[config.mk]
export PLATFORM = sky130hd
export DESIGN_NAME = lcd_init_seq
export DESIGN_NICKNAME = d
export VERILOG_FILES = /design/src/rtl/lcd_pkg.sv /design/src/rtl/lcd_init_seq_delay_cnt.sv /design/src/rtl/lcd_init_seq.sv
export SDC_FILE = /design/constraint.sdc
export NUM_CORES = 1
export LEC_CHECK = 0
export ABC_AREA = 0
export BUFFER_PORTS_ARGS = -buffer_cell sky130_fd_sc_hd__buf_2
export CORE_ASPECT_RATIO = 1.75
export CORE_UTILIZATION = 34
export DETAILED_ROUTE_END_ITERATION = 16
export PLACE_DENSITY_LB_ADDON = 0.2
export SYNTH_ARGS = -nofsm -noshare
export SYNTH_HDL_FRONTEND = slang
export SYNTH_HIERARCHICAL = 1
export SYNTH_SLANG_ARGS = --single-unit
[constraint.sdc]
create_clock -name CLK -period 3.4 [get_ports CLK]
set_input_delay 0.17 -clock CLK [delete_from_list [all_inputs] [get_ports CLK]]
set_output_delay 0.17 -clock CLK [all_outputs]
set_load 0.02 [all_outputs]
[src/rtl/lcd_pkg.sv]
// ---------------------------------------------------------------------------
// lcd_pkg
// Shared constants and types for the SPI 12864 (ST7565-class) LCD
// initialisation stage.
//   INIT_CMD_NUM / INIT_CMD : fixed power-up command table, element 0 first
//   LCD_PAGES / LCD_COLS    : display RAM geometry used by the clear phase
//   A0_BIT                  : position of the A0 (command/data) flag in the
//                             9-bit SPI word
//   init_state_t            : sequencer states
// Optional build macro: LCD_INIT_CLEAR_EN adds the CLR_SEND/CLR_GAP states.
// ---------------------------------------------------------------------------
package lcd_pkg;

    localparam int INIT_CMD_NUM = 11;

    // Packed so element 0 (E2, software reset) sits in the low byte.
    localparam logic [INIT_CMD_NUM-1:0][7:0] INIT_CMD = {
        8'hAF, 8'hA6, 8'h40, 8'h24, 8'h81, 8'h24,
        8'h2F, 8'hC8, 8'hA0, 8'hA2, 8'hE2
    };

    localparam int LCD_PAGES = 8;
    localparam int LCD_COLS  = 128;

    // A0 = 0 selects the command register, A0 = 1 selects display RAM.
    localparam int A0_BIT = 8;

    typedef enum logic [3:0] {
        IDLE,
        RST_LOW,
        RST_WAIT,
        CMD_SEND,
        CMD_GAP,
`ifdef LCD_INIT_CLEAR_EN
        CLR_SEND,
        CLR_GAP,
`endif
        DONE,
        RELEASE
    } init_state_t;

endpackage

[src/rtl/lcd_init_seq_delay_cnt.sv]
// ---------------------------------------------------------------------------
// lcd_delay_cnt
// Load/expire down-counter shared by every timed state of the sequencer.
// Loading N-1 on state entry makes the state last exactly N cycles, because
// the state is left on the cycle the count reads zero.
//   clk      : system clock
//   rst      : asynchronous active-high reset
//   load     : load load_val this cycle (takes priority over counting)
//   load_val : value to load
//   expired  : count is zero
// ---------------------------------------------------------------------------
module lcd_delay_cnt #(
    parameter int CNT_W = 18
) (
    input  logic             clk,
    input  logic             rst,
    input  logic             load,
    input  logic [CNT_W-1:0] load_val,
    output logic             expired
);

    logic [CNT_W-1:0] cnt;

    // Counts down to zero and parks there; it never wraps.
    always_ff @(posedge clk or posedge rst) begin
        if (rst) begin
            cnt <= '0;
        end else if (load) begin
            cnt <= load_val;
        end else if (cnt != '0) begin
            cnt <= cnt - 1'b1;
        end
    end

    assign expired = (cnt == '0);

endmodule

[src/rtl/lcd_init_seq.sv]
// ---------------------------------------------------------------------------
// lcd_init_seq
// Initialisation stage for an SPI 12864 (ST7565-class) LCD. On a request it
// pulses the panel hardware reset, waits for power-up, then writes the fixed
// command table through the SPI byte-writer handshake and pulses done.
//   CLK            : system clock
//   RST            : asynchronous active-high reset
//   Init_Start_Sig : level request from the controller
//   Init_Done_Sig  : one-cycle completion pulse
//   SPI_Start_Sig  : level request to the SPI byte writer
//   SPI_Data       : {A0, byte}; A0 = 0 command, 1 display data
//   SPI_Done_Sig   : one-cycle pulse when the byte has shifted out
//   LCD_RSTn       : panel hardware reset, active low
// Optional build macro: LCD_INIT_CLEAR_EN clears all of display RAM
// (8 pages x 128 columns) after the command table and before done.
// ---------------------------------------------------------------------------
module lcd_init_seq
    import lcd_pkg::*;
#(
    parameter int RST_LOW_CYC  = 50000,
    parameter int RST_WAIT_CYC = 250000,
    parameter int CMD_GAP_CYC  = 50,
    parameter int CNT_W        = 18
) (
    input  logic       CLK,
    input  logic       RST,
    input  logic       Init_Start_Sig,
    output logic       Init_Done_Sig,
    output logic       SPI_Start_Sig,
    output logic [8:0] SPI_Data,
    input  logic       SPI_Done_Sig,
    output logic       LCD_RSTn
);

    localparam logic [CNT_W-1:0] LOW_LOAD  = CNT_W'(RST_LOW_CYC - 1);
    localparam logic [CNT_W-1:0] WAIT_LOAD = CNT_W'(RST_WAIT_CYC - 1);
    localparam logic [CNT_W-1:0] GAP_LOAD  = CNT_W'(CMD_GAP_CYC - 1);

    init_state_t      state;
    init_state_t      next_state;
    logic [3:0]       cmd_idx;
    logic             last_cmd;
    logic             cnt_load;
    logic [CNT_W-1:0] cnt_load_val;
    logic             cnt_expired;

    assign last_cmd = (cmd_idx == 4'(INIT_CMD_NUM - 1));

`ifdef LCD_INIT_CLEAR_EN
    // clr_step 0..2 are the page/column address commands, 3..130 the data bytes.
    logic [2:0] clr_page;
    logic [7:0] clr_step;
    logic       clr_last_step;
    logic       clr_last_page;
    logic [8:0] clr_word;

    assign clr_last_step = (clr_step == 8'(LCD_COLS + 2));
    assign clr_last_page = (clr_page == 3'(LCD_PAGES - 1));
`endif

    lcd_delay_cnt #(
        .CNT_W (CNT_W)
    ) u_delay (
        .clk      (CLK),
        .rst      (RST),
        .load     (cnt_load),
        .load_val (cnt_load_val),
        .expired  (cnt_expired)
    );

    // State register.
    always_ff @(posedge CLK or posedge RST) begin
        if (RST) begin
            state <= IDLE;
        end else begin
            state <= next_state;
        end
    end

    // Next-state logic. Any state change reloads the delay counter, so every
    // state starts with a fresh count (zero for states that are not timed).
    always_comb begin
        next_state = state;
        unique case (state)
            IDLE:     if (Init_Start_Sig) next_state = RST_LOW;
            RST_LOW:  if (cnt_expired)    next_state = RST_WAIT;
            RST_WAIT: if (cnt_expired)    next_state = CMD_SEND;
            CMD_SEND: begin
                if (SPI_Done_Sig) begin
                    if (last_cmd) begin
`ifdef LCD_INIT_CLEAR_EN
                        next_state = CLR_GAP;
`else
                        next_state = DONE;
`endif
                    end else begin
                        next_state = CMD_GAP;
                    end
                end
            end
            CMD_GAP:  if (cnt_expired)    next_state = CMD_SEND;
`ifdef LCD_INIT_CLEAR_EN
            CLR_SEND: begin
                if (SPI_Done_Sig) begin
                    next_state = (clr_last_step && clr_last_page) ? DONE : CLR_GAP;
                end
            end
            CLR_GAP:  if (cnt_expired)    next_state = CLR_SEND;
`endif
            DONE:     next_state = RELEASE;
            // Hold here until the controller drops its request so a level
            // still high from this run cannot start another one.
            RELEASE:  if (!Init_Start_Sig) next_state = IDLE;
            default:  next_state = IDLE;
        endcase

        cnt_load     = (next_state != state);
        cnt_load_val = '0;
        unique case (next_state)
            RST_LOW:  cnt_load_val = LOW_LOAD;
            RST_WAIT: cnt_load_val = WAIT_LOAD;
            CMD_GAP:  cnt_load_val = GAP_LOAD;
`ifdef LCD_INIT_CLEAR_EN
            CLR_GAP:  cnt_load_val = GAP_LOAD;
`endif
            default:  cnt_load_val = '0;
        endcase
    end

    // Command table index: cleared while idle, advanced on each acknowledged
    // command except the last, so it still points at AF when the table ends.
    always_ff @(posedge CLK or posedge RST) begin
        if (RST) begin
            cmd_idx <= '0;
        end else if (state == IDLE) begin
            cmd_idx <= '0;
        end else if (state == CMD_SEND && SPI_Done_Sig && !last_cmd) begin
            cmd_idx <= cmd_idx + 1'b1;
        end
    end

`ifdef LCD_INIT_CLEAR_EN
    // Clear-phase position: step walks the 3 address commands plus 128 data
    // bytes of one page, then wraps to 0 and the page advances.
    always_ff @(posedge CLK or posedge RST) begin
        if (RST) begin
            clr_page <= '0;
            clr_step <= '0;
        end else if (state == IDLE) begin
            clr_page <= '0;
            clr_step <= '0;
        end else if (state == CLR_SEND && SPI_Done_Sig) begin
            if (clr_last_step) begin
                clr_step <= '0;
                clr_page <= clr_page + 1'b1;
            end else begin
                clr_step <= clr_step + 1'b1;
            end
        end
    end

    // Word for the current clear step: set page, column high nibble 0,
    // column low nibble 0, then zero data bytes.
    always_comb begin
        clr_word = '0;
        unique case (clr_step)
            8'd0:    clr_word[7:0] = 8'hB0 | {5'b0, clr_page};
            8'd1:    clr_word[7:0] = 8'h10;
            8'd2:    clr_word[7:0] = 8'h00;
            default: clr_word[A0_BIT] = 1'b1;
        endcase
    end
`endif

    // Outputs are decoded from the registered state and indices only.
    always_comb begin
        Init_Done_Sig = (state == DONE);
        LCD_RSTn      = (state != RST_LOW);
        SPI_Start_Sig = 1'b0;
        SPI_Data      = '0;
        if (state == CMD_SEND) begin
            SPI_Start_Sig  = 1'b1;
            SPI_Data[7:0]  = INIT_CMD[cmd_idx];
        end
`ifdef LCD_INIT_CLEAR_EN
        if (state == CLR_SEND) begin
            SPI_Start_Sig = 1'b1;
            SPI_Data      = clr_word;
        end
`endif
    end

endmodule
=== Word-level counts from Yosys, hierarchy flattened ===
Memory sizes are Yosys's and may differ from the RTL's.
Index checks and enable logic that the tools add are counted.

* Register bits after elaboration: 26
* Bits in latches: 0
* RAM bits: 0
* ROM bits: 128
* Input bits: 4
* Logic and storage cells: 43
* Memories: 1

* $add $sub $neg: 2
* Multipliers: 0
* Div/mod/pow operators: 0
* Order comparisons: 1
* Eq/ne operators: 12
* Shift-type cells: 0
* Mux-type cells: 15
* Bitwise logic cells: 0
* Reduce and logical (&&, ||, !) cells: 9

{| class="wikitable"
|+ Memory list
! memory !! depth !! bits a word !! rd ports !! clocked after memory_dff !! wr ports !! line !! RTL
|-
| (no name shown) || 16 || 8 || 1 || 0 || 0 || lcd_init_seq.sv:183 || <nowiki>SPI_Data[7:0] = INIT_CMD[cmd_idx];</nowiki>
|}

{| class="wikitable"
|+ Operators with widths
! cell !! count
|-
| $pmux W18 S3 || 1
|-
| $mux W18 || 2
|-
| $mux W4 || 7
|-
| $pmux W4 S6 || 1
|-
| $logic_not A18 Y1 || 1
|-
| $reduce_bool A18 Y1 || 1
|-
| $sub A18 B1 Y18 const B || 1
|-
| $eq A4 B3 Y1 const B || 4
|-
| $mux W8 || 2
|-
| $eq A4 B2 Y1 const B || 3
|-
| $eq A4 B1 Y1 const B || 2
|-
| $lt A4 B5 Y1 const B || 1
|-
| $add A4 B1 Y4 const B || 1
|-
| $eq A4 B4 Y1 const B || 1
|-
| $logic_not A4 Y1 || 1
|-
| $ne A4 B1 Y1 const B || 1
|-
| $ne A4 B4 Y1 || 1
|-
| $reduce_bool A2 Y1 || 2
|-
| $logic_and A1 B1 Y1 || 2
|-
| $mux W1 || 2
|-
| $reduce_or A2 Y1 || 1
|-
| $logic_not A1 Y1 || 1
|}

=== Longest topological paths before layout ===
Gate-level depths: netlist of the first run.

* Depth in word-level cells: 7
* Depth in mapped cells: 13
* Mapped depth without buffers: 11

=== Hierarchy ===
The synthesis of the first run kept the hierarchy.

{| class="wikitable"
|+ By module, submodules not included
! module !! times used !! cells an instance !! area each (sq um) !! seq. area each (sq um)
|-
| lcd_delay_cnt || 1 || 113 || 1112.3 || 450.4
|-
| lcd_init_seq || 1 || 116 || 848.3 || 200.2
|}

=== Worst setup path after synthesis of the first run ===
Ideal clock, no wire load.

* Kind: register to register
* From: reg u_delay.cnt[0]
* To: reg u_delay.cnt[8]
* Library setup time: 0.077 ns
* Data arrival time: 2.923 ns
* Data required time: 3.323 ns
* Setup slack: 0.400 ns
* Cell stages (with the launch flop): 14
* Path buffers: 3
* Path through: dfrtp_1 inv_1 ha_1 nor3b_2 nand4b_4 nor2_8 buf_1 o21ai_0 o21ai_0 a211o_1 clkbuf_1 buf_1 nand2_1 a21oi_1

{| class="wikitable"
|+ RTL lines
! what !! line !! RTL
|-
| start: declaration || lcd_init_seq_delay_cnt.sv:22 || <nowiki>logic [CNT_W-1:0] cnt;</nowiki>
|-
| start signal: assignment || lcd_init_seq_delay_cnt.sv:29 || <nowiki>cnt <= load_val;</nowiki>
|-
| start signal: assignment || lcd_init_seq_delay_cnt.sv:31 || <nowiki>cnt <= cnt - 1'b1;</nowiki>
|-
| $logic_not A18 Y1 (*) || lcd_init_seq_delay_cnt.sv:35 || <nowiki>assign expired = (cnt == '0);</nowiki>
|-
| via cnt_expired || lcd_init_seq.sv:45 || <nowiki>logic cnt_expired;</nowiki>
|-
| $mux W4 (on tied branches) || lcd_init_seq.sv:87, lcd_init_seq.sv:101, lcd_init_seq.sv:86 ||
|-
| $pmux W4 S6 (*) || lcd_init_seq.sv:84 || <nowiki>unique case (state)</nowiki>
|-
| $ne A4 B4 Y1 (*) || lcd_init_seq.sv:117 || <nowiki>cnt_load = (next_state != state);</nowiki>
|-
| via cnt_load || lcd_init_seq.sv:43 || <nowiki>logic cnt_load;</nowiki>
|-
| $mux W18 / $reduce_bool A2 Y1 (equally long branches) || -- ||
|}

Mark *: on every way through the listed nets, which the timed path passes. The rest lies on a longest branch. The select of a mux whose other input is x is not followed.
A chain may end at the register's enable or synchronous reset.

=== Worst setup path after layout of the first run ===
* From: reg u_delay.cnt[0]
* To: reg u_delay.cnt[15]

* Word-level cells in the longest chain between the ends: 6

{| class="wikitable"
|+ Ends and longest elaborated chain
! what !! line !! RTL
|-
| $logic_not A18 Y1 (*) || lcd_init_seq_delay_cnt.sv:35 ||
|-
| via cnt_expired || lcd_init_seq.sv:45 ||
|-
| $mux W4 (on tied branches) || lcd_init_seq.sv:87, lcd_init_seq.sv:101, lcd_init_seq.sv:86 ||
|-
| $pmux W4 S6 (*) || lcd_init_seq.sv:84 ||
|-
| $eq A4 B3 Y1 (tied with other cells) || lcd_init_seq.sv:119 || <nowiki>unique case (next_state)</nowiki>
|-
| $pmux W18 S3 || lcd_init_seq.sv:119 ||
|-
| $mux W18 || lcd_init_seq_delay_cnt.sv:28 || <nowiki>end else if (load) begin</nowiki>
|}

Marks and branches as above.

==> metrics.txt, run 1 <==
# TYPE chip_impl_metric gauge
chip_impl_info{name="outcome",value="finished clean"} 1
chip_impl_metric{name="place.port_buffers",unit=""} 13
chip_impl_info{name="worst_r2r_endpoint",value="u_delay/cnt[15]"} 1
chip_impl_metric{name="combined_area_of_all_synthesized_cells",unit="um^2"} 1960
chip_impl_metric{name="maxClockFrequency",unit="MHz"} 337
chip_impl_metric{name="clock-skew-final",unit="ns"} 0.00269
chip_impl_metric{name="num_antenna_cells",unit=""} 0
chip_impl_info{name="final_common_cell",value="sky130_fd_sc_hd__nor2_1"} 1
chip_impl_info{name="worstSetupPathType",value="register to register"} 1
chip_impl_info{name="cts_tree",value="built"} 1
chip_impl_metric{name="yosysSeqAreaShare",unit="%"} 33.2
chip_impl_metric{name="grt_antenna_before_repair",unit=""} 0
chip_impl_metric{name="floorplan.rows",unit=""} 36
chip_impl_metric{name="clk-insertion-delay-late",unit="ns"} 0.27
chip_impl_info{name="timing.critical_path.to_type",value="register"} 1
chip_impl_metric{name="io_pins",unit=""} 16
chip_impl_info{name="terminating_pin_of_the_worst_hold_path",value="cmd_idx[2]"} 1
chip_impl_metric{name="pwr-share-comb",unit="%"} 29.3
chip_impl_metric{name="numCtsBuffers",unit=""} 3
chip_impl_metric{name="cts.htree.levels",unit=""} 1
chip_impl_metric{name="critPathRequiredTime",unit="ns"} 3.59
chip_impl_metric{name="grt_remaining_overflow",unit=""} 0
chip_impl_metric{name="setup_violating_endpoint_count_in_the_final_report",unit=""} 0
chip_impl_metric{name="ff2ff_path_depth",unit=""} 11
chip_impl_metric{name="detail_route.drc_violations",unit=""} 0
chip_impl_info{name="holdCritPathClass",value="primary input to register"} 1
chip_impl_info{name="most-common-layout-cells",value="27 x sky130_fd_sc_hd__nor2_1, 26 x sky130_fd_sc_hd__dfrtp_1, 24 x sky130_fd_sc_hd__nand2_1, 17 x sky130_fd_sc_hd__a21oi_1"} 1
chip_impl_metric{name="pwr-share-clk",unit="%"} 24.2
chip_impl_metric{name="whs_path_depth",unit=""} 4
chip_impl_metric{name="power.switching",unit="mW"} 0.269
chip_impl_metric{name="routed_wl",unit="mm"} 4.50
chip_impl_metric{name="first_pass_grt_wire_length",unit="mm"} 7.90
chip_impl_metric{name="worst_ir_drop_vdd",unit="mV"} 0.123
chip_impl_metric{name="worst_setup_hold_path_clk_slew",unit="ns"} 0.09
chip_impl_metric{name="finalNetCount",unit=""} 252
chip_impl_metric{name="synth_warnings",unit=""} 6
chip_impl_metric{name="synth.lib_cells_used.distinct",unit=""} 53
chip_impl_metric{name="synthesis.area_per_instance",unit="um^2"} 8.56
chip_impl_metric{name="die_x",unit="um"} 59.4
chip_impl_info{name="hold_path_startpoint",value="SPI_Done_Sig"} 1
chip_impl_metric{name="static-leakage-power",unit="nW"} 0.915
chip_impl_metric{name="final_max_slew_viol_count",unit=""} 0
chip_impl_metric{name="layout-drive-gt1-share",unit="%"} 15.3
chip_impl_metric{name="vias",unit=""} 1616
chip_impl_metric{name="yosys_register_bits",unit=""} 26
chip_impl_metric{name="detailedRoute.firstIterationViolations",unit=""} 34
chip_impl_info{name="ys.flop_type",value="sky130_fd_sc_hd__dfrtp_1"} 1
chip_impl_metric{name="floorplan.core_area",unit="um^2"} 5540
chip_impl_metric{name="power.density_cell_area",unit="nW/um^2"} 380
chip_impl_metric{name="area_growth_syn_to_layout",unit="%"} 10.6
chip_impl_metric{name="tns",unit="ns"} 0
chip_impl_metric{name="floorplan.initialDensity",unit="%"} 35.4
chip_impl_metric{name="worst-slew-pin-transition",unit="ns"} 0.751
chip_impl_metric{name="final_min_period_over_clock_period",unit="%"} 87.4
chip_impl_metric{name="cts_repair_resize_count",unit=""} 0
chip_impl_info{name="startpoint_type",value="register"} 1
chip_impl_metric{name="postCtsHoldBufs",unit=""} 1
chip_impl_metric{name="r2r_slack",unit="ns"} 0.43
chip_impl_metric{name="worstPathMaxFanout",unit=""} 20
chip_impl_metric{name="hold_viol_final",unit=""} 0
chip_impl_metric{name="first_global_vias",unit=""} 1632
chip_impl_metric{name="n_fill_cell",unit=""} 600
chip_impl_info{name="clock-root-buffer",value="sky130_fd_sc_hd__clkbuf_8"} 1
chip_impl_metric{name="detail_route.wl_per_cell",unit="um"} 14.2
chip_impl_metric{name="internal_power_component",unit="mW"} 0.556
chip_impl_metric{name="drt_first_pass_iters",unit=""} 4
chip_impl_metric{name="cp.arrival",unit="ns"} 3.16
chip_impl_metric{name="fp.dieArea",unit="um^2"} 6090
chip_impl_metric{name="cts_post_setup_buffers_inserted",unit=""} 0
chip_impl_metric{name="timing.slew.headroom",unit="%"} 49.5
chip_impl_metric{name="antenna_violating_nets_post_route",unit=""} 0
chip_impl_metric{name="synth_edf_count",unit=""} 0
chip_impl_metric{name="final_period_minus_worst_setup_slack",unit="ns"} 2.97
chip_impl_metric{name="cts_max_path_bufs",unit=""} 2
chip_impl_metric{name="post-dp-hpwl",unit="mm"} 3.40
chip_impl_info{name="rsz_0062_raised_after_global_routing",value="false"} 1
chip_impl_metric{name="place_congestion",unit=""} 0.818
chip_impl_metric{name="seq_power_share",unit="%"} 46.5
chip_impl_metric{name="switching_share",unit="%"} 32.6
chip_impl_metric{name="maximum_number_of_pins_on_one_net_before_global_route_repair",unit=""} 21
chip_impl_metric{name="finalWorstSetupSlack",unit="ns"} 0.428
chip_impl_metric{name="dp_slack",unit="ns"} 0.415
chip_impl_metric{name="synthArstFlopShare",unit="%"} 100
chip_impl_metric{name="drt-vias-per-instance",unit=""} 5.08
chip_impl_metric{name="grt_util_overall",unit="%"} 17.1
chip_impl_metric{name="die_h",unit="um"} 102
chip_impl_metric{name="syn_inst",unit=""} 229
chip_impl_info{name="regToRegStartpoint",value="u_delay/cnt[0]"} 1
chip_impl_metric{name="clock-sinks",unit=""} 26
chip_impl_metric{name="maxCapViolCount",unit=""} 0
==> per-stage QoR <==
stage | hold WS (ns) | utilization (%) | power, mW | cell area (um^2) | cells
2_1_floorplan | -0.0143 | - | 0.565 | 1980 | 234
3_3_place_gp | 0.140 | 38.0 | 0.631 | 2100 | 313
3_5_place_dp | 0.143 | 38.0 | 0.630 | 2100 | 313
4_1_cts | 0.303 | 39.1 | 0.834 | 2170 | 318
5_1_grt | 0.347 | 39.1 | 0.877 | 2170 | 318
6_report | 0.310 | 39.1 | 0.824 | 2170 | 318
==> metal layers <==
layer,GRT usage (%),vias to the layer above,share of wire [%]
li1,-,818,-
met1,19.8,770,40
met2,31.2,22,56
met3,1.65,6,1.6
met4,6.59,0,2.0
met5,0,-,0
==> cell families (layout without fill, tap and decap cells) <==
logic type               Yosys count  count (layout)  share of synthesized area, %
buffers and inverters             29              37                          6.45
XOR/XNOR                          16              16                          7.15
other                              1               6                         0.191
AND/OR/NAND/NOR                   94              94                          29.6
multiplexers                       6               6                          3.57
flip-flops                        26              26                          33.2
adder cells (fa/ha/maj)            5               5                          3.19
AO/OA/AOI/OAI                     52              52                          16.7
==> worst max-delay path: stages, from the launching register on <==
cell	delay, ns
sky130_fd_sc_hd__dfrtp_1	0.41
sky130_fd_sc_hd__inv_1	0.10
sky130_fd_sc_hd__ha_1	0.19
sky130_fd_sc_hd__nor3b_2	0.32
sky130_fd_sc_hd__nand4b_4	0.21
sky130_fd_sc_hd__nor2_8	0.30
sky130_fd_sc_hd__nor4b_1	0.11
sky130_fd_sc_hd__a211oi_2	0.20
sky130_fd_sc_hd__or3b_4	0.43
sky130_fd_sc_hd__o21ai_1	0.33
sky130_fd_sc_hd__nor2_1	0.09
sky130_fd_sc_hd__a211oi_2	0.19
==> power by group through the flow <==
stage          clock [mW]  sequential (mW)  combinational [mW]
2_1_floorplan           0            0.377               0.188
3_3_place_gp            0            0.388               0.243
3_5_place_dp            0            0.389               0.241
4_1_cts             0.207            0.383               0.244
5_1_grt             0.219            0.389               0.269
6_report            0.199            0.383               0.242
==> cells in the mapped netlist, types with 3 or more instances <==
library cell / count / area share, %
sky130_fd_sc_hd__nand2_1: 24 / 4.6
sky130_fd_sc_hd__inv_1: 14 / 2.7
sky130_fd_sc_hd__dfrtp_1: 26 / 33
sky130_fd_sc_hd__mux2i_1: 4 / 2.0
sky130_fd_sc_hd__nor2_1: 27 / 5.2
sky130_fd_sc_hd__nor3_1: 4 / 1.0
sky130_fd_sc_hd__a31oi_1: 4 / 1.3
sky130_fd_sc_hd__nor4_1: 3 / 0.96
sky130_fd_sc_hd__nand3b_1: 3 / 1.1
sky130_fd_sc_hd__ha_1: 5 / 3.2
sky130_fd_sc_hd__a21oi_1: 17 / 4.3
sky130_fd_sc_hd__nand3_1: 3 / 0.77
sky130_fd_sc_hd__o21ai_0: 11 / 2.8
sky130_fd_sc_hd__nor2b_1: 3 / 0.96
sky130_fd_sc_hd__clkbuf_1: 8 / 1.5
sky130_fd_sc_hd__o21ai_1: 3 / 0.77
sky130_fd_sc_hd__xnor2_1: 14 / 6.3
sky130_fd_sc_hd__o31ai_1: 4 / 1.5
==> state kept, by name, indices dropped and copies added (netlist names) <==
| register | cells |
|---|---|
| cmd_idx | 4 |
| state | 4 |
| u_delay/cnt | 18 |
==> layout make-up <==
cell class / count / area [um^2] / area share (%)
well taps: 76 / 95.1 / 4.39
flip-flops and latches: 26 / 651 / 30.0
multi-input cells: 179 / 1200 / 55.5
repair buffers: 19 / 113 / 5.19
inverters: 14 / 52.6 / 2.42
clock buffers: 4 / 55.1 / 2.54
==> worst max-delay path by stage <==
stage	end	slack, ns	cells after the start	start
2_1_floorplan	u_delay/cnt[8]	0.40	13	u_delay/cnt[0]
3_3_place_gp	u_delay/cnt[15]	0.50	11	u_delay/cnt[0]
3_5_place_dp	u_delay/cnt[15]	0.42	11	u_delay/cnt[0]
4_1_cts	u_delay/cnt[15]	0.39	11	u_delay/cnt[0]
5_1_grt	u_delay/cnt[15]	0.22	11	u_delay/cnt[0]
6_report	u_delay/cnt[15]	0.43	11	u_delay/cnt[0]
No activity file was read; power rests on OpenSTA's default activity.
==> run 2: changes to the inputs <==
--- a/config.mk
+++ b/config.mk
@@ -10,8 +10,8 @@
 export CORE_ASPECT_RATIO = 1.75
 export CORE_UTILIZATION = 34
 export DETAILED_ROUTE_END_ITERATION = 16
+export GPL_TIMING_DRIVEN = 0
 export PLACE_DENSITY_LB_ADDON = 0.2
 export SYNTH_ARGS = -nofsm -noshare
 export SYNTH_HDL_FRONTEND = slang
-export SYNTH_HIERARCHICAL = 1
 export SYNTH_SLANG_ARGS = --single-unit
==> run 2 against run 1 <==
Clock power is 32% higher. Fmax up 14%. Synthesized cell count decreased by 2.2%. Power grew 86%. Sequential share of layout area shrank 0.39 points. Non-clock buffer count grew 6. First-iteration DRC count grew to 3.1 times the previous value. Wire length down 1.3%. Area after synthesis is 0.13% lower. Utilization up 0.52 points.
==> metrics.txt, run 2 <==
# TYPE chip_impl_metric gauge
chip_impl_metric{name="first_pass_grt_wire_length",unit="mm"} 7.41
chip_impl_metric{name="vias",unit=""} 1655
chip_impl_metric{name="detailedRoute.firstIterationViolations",unit=""} 104
chip_impl_metric{name="post_synth_xor_area_fraction",unit="%"} 7.60
chip_impl_info{name="worstSetupPathType",value="register to register"} 1
chip_impl_info{name="layout_top_registers",value="u_delay.cnt x18, cmd_idx x4, state x4"} 1
chip_impl_metric{name="maxClockFrequency",unit="MHz"} 384
chip_impl_metric{name="tns",unit="ns"} 0
chip_impl_metric{name="worstPathMaxFanout",unit=""} 10
chip_impl_metric{name="cts.htree.levels",unit=""} 1
chip_impl_metric{name="critical_path.n_buffers_inverters",unit=""} 3
chip_impl_metric{name="grt_util_overall",unit="%"} 16.0
chip_impl_metric{name="power.density_cell_area",unit="nW/um^2"} 699
chip_impl_info{name="final_common_cell",value="sky130_fd_sc_hd__dfrtp_1"} 1
chip_impl_info{name="rsz_0062_raised_after_global_routing",value="false"} 1
chip_impl_metric{name="post-dp-hpwl",unit="mm"} 3.50
chip_impl_info{name="worst_path_max_delay_cell",value="sky130_fd_sc_hd__nor2_1"} 1
chip_impl_metric{name="yosys_register_bits",unit=""} 26
chip_impl_metric{name="numCtsBuffers",unit=""} 3
chip_impl_metric{name="synthesis.area_per_instance",unit="um^2"} 8.74
chip_impl_info{name="synth_top_cells_by_area",value="sky130_fd_sc_hd__dfrtp_1 33%, sky130_fd_sc_hd__xor2_1 4.9%, sky130_fd_sc_hd__nor2_1 4.8%"} 1
chip_impl_info{name="outcome",value="finished clean"} 1
chip_impl_metric{name="io_pins",unit=""} 16
chip_impl_metric{name="cts_post_setup_buffers_inserted",unit=""} 0
chip_impl_info{name="crit_family",value="simple AND/OR/NAND/NOR gates"} 1
chip_impl_metric{name="maxCapViolCount",unit=""} 0
chip_impl_metric{name="final_period_minus_worst_setup_slack",unit="ns"} 2.61
chip_impl_info{name="synth_top_area_cell",value="sky130_fd_sc_hd__dfrtp_1"} 1
chip_impl_metric{name="routed_wl",unit="mm"} 4.45
chip_impl_metric{name="syn_inst",unit=""} 224
chip_impl_metric{name="floorplan.initialDensity",unit="%"} 35.3
chip_impl_metric{name="static-leakage-power",unit="nW"} 0.940
chip_impl_info{name="most_common_cell_in_the_netlist",value="sky130_fd_sc_hd__dfrtp_1"} 1
chip_impl_metric{name="worst-slew-pin-transition",unit="ns"} 0.984
chip_impl_metric{name="fp.dieArea",unit="um^2"} 6080
chip_impl_metric{name="synth_mux_area_share",unit="%"} 0.511
chip_impl_info{name="start_point_of_the_critical_path",value="u_delay.cnt[0]"} 1
chip_impl_metric{name="antenna_violating_nets_post_route",unit=""} 0
chip_impl_metric{name="postCtsHoldBufs",unit=""} 0
chip_impl_info{name="clock-root-buffer",value="sky130_fd_sc_hd__clkbuf_8"} 1
chip_impl_metric{name="area_growth_syn_to_layout",unit="%"} 12.2
chip_impl_metric{name="hold_viol_final",unit=""} 0
chip_impl_metric{name="post_synth_and_or_nand_nor_area_fraction",unit="%"} 28.2
chip_impl_metric{name="dp_slack",unit="ns"} 0.825
chip_impl_metric{name="area_taken_by_flip_flops_and_latches",unit="um^2"} 651
chip_impl_info{name="startpoint_type",value="register"} 1
chip_impl_metric{name="floorplan.rows",unit=""} 36
chip_impl_info{name="cts_tree",value="built"} 1
chip_impl_info{name="holdCritPathClass",value="primary input to async pin"} 1
chip_impl_metric{name="detail_route.wl_per_cell",unit="um"} 13.9
chip_impl_metric{name="cts_max_path_bufs",unit=""} 2
chip_impl_metric{name="final_min_period_over_clock_period",unit="%"} 76.7
chip_impl_metric{name="critPathRequiredTime",unit="ns"} 3.57
chip_impl_metric{name="clk-insertion-delay-late",unit="ns"} 0.28
chip_impl_metric{name="place.port_buffers",unit=""} 13
chip_impl_metric{name="detail_route.drc_violations",unit=""} 0
chip_impl_metric{name="floorplan.core_area",unit="um^2"} 5540
chip_impl_metric{name="drt_first_pass_iters",unit=""} 4
chip_impl_metric{name="grt_antenna_before_repair",unit=""} 0
chip_impl_metric{name="synth_warnings",unit=""} 0
chip_impl_info{name="critical-path-top-cell-by-count",value="sky130_fd_sc_hd__buf_6"} 1
chip_impl_metric{name="fraction_of_the_mapped_netlist_area_in_adder_cells",unit="%"} 3.19
chip_impl_metric{name="worst_ir_drop_vdd",unit="mV"} 0.228
chip_impl_metric{name="n_fill_cell",unit=""} 587
chip_impl_metric{name="final_max_slew_viol_count",unit=""} 0
chip_impl_metric{name="die_h",unit="um"} 102
chip_impl_info{name="ys.flop_type",value="sky130_fd_sc_hd__dfrtp_1"} 1
chip_impl_info{name="post_synth_most_frequent_cells",value="26 x sky130_fd_sc_hd__dfrtp_1, 25 x sky130_fd_sc_hd__nor2_1, 18 x sky130_fd_sc_hd__nand2_1"} 1
chip_impl_metric{name="critical_path.max_stage_delay",unit="ns"} 0.44
chip_impl_info{name="regToRegStartpoint",value="u_delay.cnt[0]"} 1
chip_impl_info{name="timing.critical_path.to_type",value="register"} 1
chip_impl_metric{name="first_global_vias",unit=""} 1627
chip_impl_metric{name="multi_input_area",unit="um^2"} 1200
chip_impl_metric{name="cp.arrival",unit="ns"} 2.77
chip_impl_metric{name="synth.lib_cells_used.distinct",unit=""} 52
chip_impl_metric{name="finalNetCount",unit=""} 253
chip_impl_metric{name="largest_register_ff_count",unit=""} 18
chip_impl_metric{name="worst_setup_hold_path_clk_slew",unit="ns"} 0.09
chip_impl_metric{name="place_congestion",unit=""} 0.836
chip_impl_metric{name="synth_area_in_compound_gates",unit="%"} 21.0
chip_impl_metric{name="clock-sinks",unit=""} 26
chip_impl_info{name="regMostFlops",value="u_delay.cnt"} 1
chip_impl_metric{name="combined_area_of_all_synthesized_cells",unit="um^2"} 1960
chip_impl_metric{name="setup_violating_endpoint_count_in_the_final_report",unit=""} 0
chip_impl_metric{name="maximum_number_of_pins_on_one_net_before_global_route_repair",unit=""} 27
chip_impl_info{name="most-common-layout-cells",value="26 x sky130_fd_sc_hd__dfrtp_1, 25 x sky130_fd_sc_hd__nor2_1, 18 x sky130_fd_sc_hd__nand2_1, 17 x sky130_fd_sc_hd__buf_2"} 1
chip_impl_metric{name="die_x",unit="um"} 59.4
chip_impl_metric{name="finalWorstSetupSlack",unit="ns"} 0.794
chip_impl_metric{name="synthArstFlopShare",unit="%"} 100
chip_impl_metric{name="drt-vias-per-instance",unit=""} 5.19
chip_impl_metric{name="timing.slew.headroom",unit="%"} 34.4
chip_impl_info{name="main_combinational_cell_family_by_area_after_synthesis",value="simple AND/OR/NAND/NOR gates"} 1
chip_impl_metric{name="yosysTopAreaCellShare",unit="%"} 33.2
chip_impl_metric{name="num_antenna_cells",unit=""} 0
chip_impl_metric{name="cts_repair_resize_count",unit=""} 0
chip_impl_metric{name="grt_remaining_overflow",unit=""} 0
chip_impl_metric{name="layout-drive-gt1-share",unit="%"} 18.5
chip_impl_metric{name="total_power",unit="mW"} 1.54
chip_impl_metric{name="yosysSeqAreaShare",unit="%"} 33.2
chip_impl_info{name="cp_cell_sequence",value="inv_1 > ha_1 > or3b_1 > or2_1 > buf_6 > nor2_1 > and3_4 > buf_6 > a21oi_2"} 1
chip_impl_metric{name="synth_edf_count",unit=""} 0
chip_impl_metric{name="clock-skew-final",unit="ns"} 0.00282
## run 2: metal layers
metal,track usage [%],share of wire [%]
met5,0,0
met3,2.03,1.8
met1,15.7,39
met4,6.41,1.7
met2,32.0,58
## run 2: worst reg2reg max path: cells and delay by family (launching register included)
kind,cells,cell delay (ns)
flops,1,0.41
compound gates,1,0.05
fa+ha+maj,1,0.18
buf+inv,3,0.47
simple gates,4,1.40
## run 2: kinds of logic (layout without fill, tap and decap cells)
group | after synthesis | count (layout)
fa+ha+maj | 5 | 5
xor+xnor | 17 | 17
mux | 1 | 1
flops | 26 | 26
buf+inv | 24 | 41
simple gates | 96 | 96
other cells | 1 | 3
compound gates | 54 | 54
## run 2: worst paths after layout
path	endpoint	depth (start not counted)	slack, ns
worst max-delay path	u_delay.cnt[14]	9	0.79
worst min-delay path	cmd_idx[1]	2	0.10
worst max register to register	u_delay.cnt[14]	9	0.79
worst min register to register	u_delay.cnt[13]	2	0.56
max in group asynchronous	state[2]	2	2.70
min in group CLK	u_delay.cnt[15]	3	0.33
## run 2: area by class of cell
class	count	area share (%)
plain buffers	12	3.30
flip-flops and latches	26	29.6
repair buffers	13	2.96
well taps	76	4.33
inverters	12	2.05
clock inverters	1	1.37
multi-input cells	176	54.5
clock buffers	3	1.88
## run 2: stage by stage
stage	area (um^2)	instances	hold WS [ns]	utilization (%)
3_3_place_gp	2130	315	0.452	38.4
2_1_floorplan	1970	226	0.210	-
4_1_cts	2200	319	0.151	39.7
6_report	2200	319	0.101	39.7
3_5_place_dp	2130	315	0.458	38.4
5_1_grt	2200	319	0.211	39.7
## run 2: where the power goes
part | total (mW) | switching (mW) | internal (mW)
combinational | 0.774 | 0.451 | 0.323
sequential | 0.499 | 0.104 | 0.395
clock | 0.263 | 0.105 | 0.158
total | 1.54 | 0.661 | 0.876
